$ cat src/rtl/accumulator_pkg.sv
// accumulator_pkg
//   Shared definitions for the accumulator slice.
//   WIDTH_DEF : default data/accumulator width in bits
//   data_t    : signed two's-complement sample of WIDTH_DEF bits
package accumulator_pkg;

    localparam int WIDTH_DEF = 8;

    typedef logic signed [WIDTH_DEF-1:0] data_t;

endpackage : accumulator_pkg

$ cat src/rtl/accumulator_add.sv
// accumulator_add
//   Combinational signed adder with wrap-around and signed-overflow flag.
//   Ports:
//     a   (in,  WIDTH) signed operand (current running sum)
//     b   (in,  WIDTH) signed operand (addend)
//     sum (out, WIDTH) a + b truncated to WIDTH bits (modulo 2^WIDTH)
//     ovf (out, 1)     1 when a and b share a sign and sum has the other sign
module accumulator_add
    import accumulator_pkg::*;
#(
    parameter int WIDTH = WIDTH_DEF
) (
    input  logic signed [WIDTH-1:0] a,
    input  logic signed [WIDTH-1:0] b,
    output logic signed [WIDTH-1:0] sum,
    output logic                    ovf
);

    // Overflow can only happen when both operands have the same sign and
    // the truncated result flips to the opposite sign.
    function automatic logic signed_ovf(input logic a_msb,
                                        input logic b_msb,
                                        input logic r_msb);
        return (a_msb == b_msb) && (r_msb != a_msb);
    endfunction

    always_comb begin
        sum = a + b;
        ovf = signed_ovf(a[WIDTH-1], b[WIDTH-1], sum[WIDTH-1]);
    end

endmodule : accumulator_add

$ cat src/rtl/accumulator.sv
// accumulator
//   Signed running-sum accumulator, one-cycle latency, wrap-around arithmetic.
//   Every rising clk edge (rst low) loads s + in; no enable, in = 0 holds.
//   Ports (order fixed so the first three can be hooked up positionally):
//     s   (out, WIDTH) registered signed running sum
//     clk (in,  1)     rising-edge clock
//     in  (in,  WIDTH) signed addend, sampled only at the rising edge
//     rst (in,  1)     asynchronous active-high reset, clears s and ovf
//     ovf (out, 1)     registered, non-sticky flag: last accumulation overflowed
module accumulator
    import accumulator_pkg::*;
#(
    parameter int WIDTH = WIDTH_DEF
) (
    output logic signed [WIDTH-1:0] s,
    input  logic                    clk,
    input  logic signed [WIDTH-1:0] in,
    input  logic                    rst,
    output logic                    ovf
);

    logic signed [WIDTH-1:0] sum_p0;
    logic                    ovf_p0;
    logic signed [WIDTH-1:0] s_p1;
    logic                    ovf_p1;

    // Stage p0: combinational add of the held sum and the incoming addend
    accumulator_add #(
        .WIDTH (WIDTH)
    ) u_add (
        .a   (s_p1),
        .b   (in),
        .sum (sum_p0),
        .ovf (ovf_p0)
    );

    // Stage p1: state register; outputs come straight from these flops
    always_ff @(posedge clk or posedge rst) begin
        if (rst) begin
            s_p1   <= '0;
            ovf_p1 <= 1'b0;
        end else begin
            s_p1   <= sum_p0;
            ovf_p1 <= ovf_p0;
        end
    end

    assign s   = s_p1;
    assign ovf = ovf_p1;

endmodule : accumulator

$ cat config.mk
export PLATFORM = sky130hd
export DESIGN_NAME = accumulator
export DESIGN_NICKNAME = d
export VERILOG_FILES = /design/src/rtl/accumulator_pkg.sv /design/src/rtl/accumulator_add.sv /design/src/rtl/accumulator.sv
export SDC_FILE = /design/constraint.sdc
export NUM_CORES = 1
export LEC_CHECK = 0
export ABC_AREA = 1
export BUFFER_PORTS_ARGS = -buffer_cell sky130_fd_sc_hd__buf_4
export CELL_PAD_IN_SITES_DETAIL_PLACEMENT = 1
export CELL_PAD_IN_SITES_GLOBAL_PLACEMENT = 1
export CORE_MARGIN = 2
export CORE_UTILIZATION = 37
export CTS_BUF_LIST = sky130_fd_sc_hd__clkbuf_8 sky130_fd_sc_hd__clkbuf_16
export DETAILED_ROUTE_END_ITERATION = 8
export GPL_TIMING_DRIVEN = 0
export PLACE_DENSITY_LB_ADDON = 0.1
export SYNTH_ARGS = -nofsm -noshare
export SYNTH_HDL_FRONTEND = slang
export SYNTH_SLANG_ARGS = --single-unit
$ cat constraint.sdc
create_clock -name clk -period 3.1 [get_ports clk]
set_input_delay 0.155 -clock clk [delete_from_list [all_inputs] [get_ports clk]]
set_output_delay 0.155 -clock clk [all_outputs]
set_load 0.05 [all_outputs]
# == Word-level counts from Yosys, hierarchy flattened ==
# Cells that the tools add are included.
# word_totals
input_bits,10
wordCells,6
ff_bits,9
out_inout_bits,9
# classes
n_eq_ne,2
n_addsub,1
n_reduce_logical,1
# op_table
cell,n
adder 8 bit,1
== test 1 bit,1
logical AND 1 bit,1
inequality test 1 bit,1

# == Logic depth before layout (Yosys ltp) ==
# depth
depth_word,3
mapped_depth,8
mapped_depth_nobuf,8

# == By module ==
# A second synthesis with hierarchy kept.
# unflattened
cells_unflattened,70
area_unflattened_um2,584.3
# modules_own_cells
mod,instances,area_each_um2,cells_per_inst
accumulator_add,1,355.3,60
accumulator,1,229.0,10

# == Worst setup path before layout ==
# OpenSTA, ideal clock, no wires.
# synth_timing
path_kind,register to register
startpoint,"register s_p1[0], in the netlist s[0]"
endpoint,"register s_p1[6], in the netlist s[6]"
path_buffers,0
synth_period_minus_slack_ns,1.711
t_arrival_ns,1.594
path_slack_ns,1.389
path_stages_with_launch,9
cell_sequence,dfrtp_1 ha_1 fa_1 nand2_1 nand2_1 nand3b_1 nand2_1 nand2_1 nand2_1
# synth_via
elab_chain_cells,1
# synth_lines
element,line_no,source
from (decl),accumulator.sv:24,logic signed [WIDTH-1:0] s_p1;
from (signal assigned),accumulator.sv:43,s_p1 <= sum_p0;
adder 8 bit,accumulator_add.sv:28,sum = a + b;
net sum_p0[6],accumulator.sv:22,logic signed [WIDTH-1:0] sum_p0;
# The timed path passes the listed nets, and every way through them passes these cells.

# == Worst setup path after layout ==
# Ends and elaborated chain as after synthesis.

==> summary.txt <==
Routing
  – 1st-iter DRT viols: 1
  – WL final: 1283 microns
  – DR vias: 528
  – DR vias/cell: 4.844
  – Routed Antenna Nets: 0
  – Avg WL per Cell: 11.77 microns
  – TritonRoute pass-1 iters: 3
  – DRC: 0

Timing
  – Worst slew margin: 75.00%
  – Fin crit share: 50.46%
  – Final setup viols: 0
  – Fin crit period: 1.564 ns
  – Least-Margin Pin Slew: 0.3745 ns
  – Final hold slack: 0.1292 ns
  – RSZ-0062 raised after global routing: no
  – Final hold vios: 0
  – Skew final: 0.008600 ns
  – Max Fclk: 639.2 MHz
  – TNS Setup: 0 ns
  – Fin. max-slew vios: 0

Placed design
  – Routability cong.: 0.7375
  – Final HPWL DP: 995 microns
  – Port Buffers: 18
  – Placed cells: 104

Global routing
  – Vias in the first global route: 528
  – Initial antenna violation count: 0
  – GRT Resource Usage Total: 16.77%
  – Largest net degree at the start of global routing: 10
  – Global-route wire length before repair: 2125 microns
  – Global route overflow: 0

Critical path
  – Crit path kind: register to register
  – Worst path required time: 3.24 ns
  – Worst r2r src: s[0]
  – Worst Path Arrival: 1.70 ns
  – Chain of cells forming the critical path: ha_1 > fa_1 > nand2_1 > nand2_1 > nand3b_1 > nand2_1 > nand2_1 > nand2_1
  – Crit path capture: s[6]
  – Number of cells on the worst reg-to-reg path: 8
  – Slowest stage delay, CP: 0.42 ns
  – Crit. End Element: register
  – Register-to-register setup slack: 1.54 ns
  – Crit Reg-Reg Endpoint: s[6]
  – Critical path's slowest cell: fa_1
  – Worst Setup SP: s[0]
  – Cell mode on critical path: nand2_1
  – Critical Path Fanout Max: 2
  – Startpoint class of the critical path: register

Synth
  – Sequential fraction of the synthesis area: 38.54%
  – Synth async-reset ratio: 100.0%
  – Mapped cell area: 584.3 sq um
  – Most used DFF post-synth: dfrtp_1
  – Area contributors post-synth: dfrtp_1 (39%), ha_1 (15%), nand2_1 (15%), inv_1 (5.8%), fa_1 (3.4%)
  – Avg Inst Size Synth: 8.347 sq um
  – Synth area leader: dfrtp_1
  – Synth top area share: 38.54%
  – Yosys reg bits: 9
  – Syn_nets: 88
  – Ys Warns: 0
  – Synth unique cells: 17
  – Post-Syn Instances: 70
  – EDFF count, synth: 0

Clocking
  – TritonCTS clock tree: built
  – Root Buffer: clkbuf_8
  – Num CTS Buffers: 3
  – Worst-Skew Late Latency: 0.25 ns
  – # hold bufs at CTS: 1
  – H-tree depth: 1
  – Clock Pin Slew Worst Setup and Hold Paths: 0.05 ns
  – Clk sinks: 9
  – Post_cts resized: 0
  – Post-CTS Setup Bufs: 0
  – CTS Buffer Depth: 2

Die
  – Die ar.: 1913 sq um
  – Chip width: 43.74 microns
  – I/O pin cnt: 19
  – # rows: 14
  – Starting Density: 39.24%
  – Core ar.: 1489 sq um
  – Die Height: 43.74 microns

Hold path
  – HP Class: primary input to register

Power
  – Pwr/cell area: 1289 nW/um^2
  – Worst IR Drop VDD: 0.0006837 V
  – Leakage Power: 0.0004492 uW

Run status
  – Status: completed

Final layout
  – # fillers: 188
  – Nets: 112
  – Area of the multi-input gates: 325.3 sq um
  – P&R area growth vs syn: 36.19%
  – Layout Cells excl Fill: 109
  – Register area: 225.2 sq um
  – Ratio of cells with drive above 1 in the final layout: 30.11%
  – ANT cells: 0

Flow run
  – Number of max-cap violations: 0
==> routing by layer <==
layer | wire (microns) | vias up | part of all wire (%) | track usage (%)
li1 | - | 263 | - | -
met4 | 41 | 0 | 3.2 | 12.73
met5 | 0 | - | 0 | 0
met3 | 91 | 5 | 7.1 | 6.667
met1 | 489 | 245 | 38 | 16.71
met2 | 660 | 15 | 51 | 27.65
==> cell families after synthesis <==
| group | after synthesis | synth area share [%] |
|---|---|---|
| fa+ha+maj | 8 | 18.41 |
| compound gates | 2 | 2.355 |
| buf+inv | 9 | 5.781 |
| flops | 9 | 38.54 |
| simple gates | 39 | 30.41 |
| xor+xnor | 3 | 4.498 |
==> per-stage QoR <==
stage               cell area, sq um  power (uW)  utilization [%]  worst slack, ns
floorplan                      584.3       714.3                -            1.389
global placement               739.5       872.5            49.66            1.560
detailed placement             739.5       890.8            49.66            1.504
CTS                            795.8        1046            53.45            1.505
global route                   795.8        1115            53.45            1.436
finish                         795.8        1026            53.45            1.536
==> cells in the final DEF (no fill, tap or decap) <==
master and n:
nand2_2 2, buf_4 18, clkbuf_8 3, or2_1 1, nor2_1 4, fa_1 1
nand2_1 23, dfrtp_1 9, ha_1 7, inv_1 9, nand3_2 1, nor2_2 1
a21oi_2 1, xnor2_1 2, a21oi_1 1, clkinv_2 1, nand3_1 4, nand3b_1 2
dlygate4sd3_1 1, xor2_1 1, or2_2 1
==> report_power, final <==
part / total (uW) / internal [uW] / switching (uW) / leakage [uW]
Clock: 145 / 88.5 / 56.5 / 0.0000255
Sequential: 219 / 181 / 37.6 / 0.000107
Combinational: 662 / 227 / 435 / 0.000317
Total: 1030 / 496 / 529 / 0.000449
==> sequential cells by signal (all words and copies together), names as in the netlist <==
signal,count
ovf,1
s,8
==> worst min-delay path by stage <==
stage	start	end	slack (ns)	cells past startpoint
3_5_place_dp	rst	s[7]	0.16	2
6_report	in[0]	s[0]	0.13	2
4_1_cts	in[0]	s[0]	0.13	2
2_1_floorplan	rst	ovf	-0.02	1
5_1_grt	in[0]	s[0]	0.12	2
3_3_place_gp	rst	s[7]	0.16	2
==> cells in the mapped netlist (2+ instances only) <==
master,n
nand2_1,23
nand3b_1,2
dfrtp_1,9
nor2_1,4
nand3_1,4
nand2_2,2
ha_1,7
xnor2_1,2
inv_1,9
==> layout make-up <==
type                       instances  area share [%]
multi-input combinational         52           40.88
timing repair buffer              19           18.24
sequential                         9           28.30
tap                               16           2.516
clock buffer                       3           5.189
inverter                           9           4.245
clock inverter                     1          0.6289
==> critical path, delay by kind of cell (launching register included) <==
family,cells,cell delay (ns)
and+or+nand+nor,6,0.46
adders and majority gates,2,0.65
DFF,1,0.38
No activity file was read; power rests on OpenSTA's default activity.
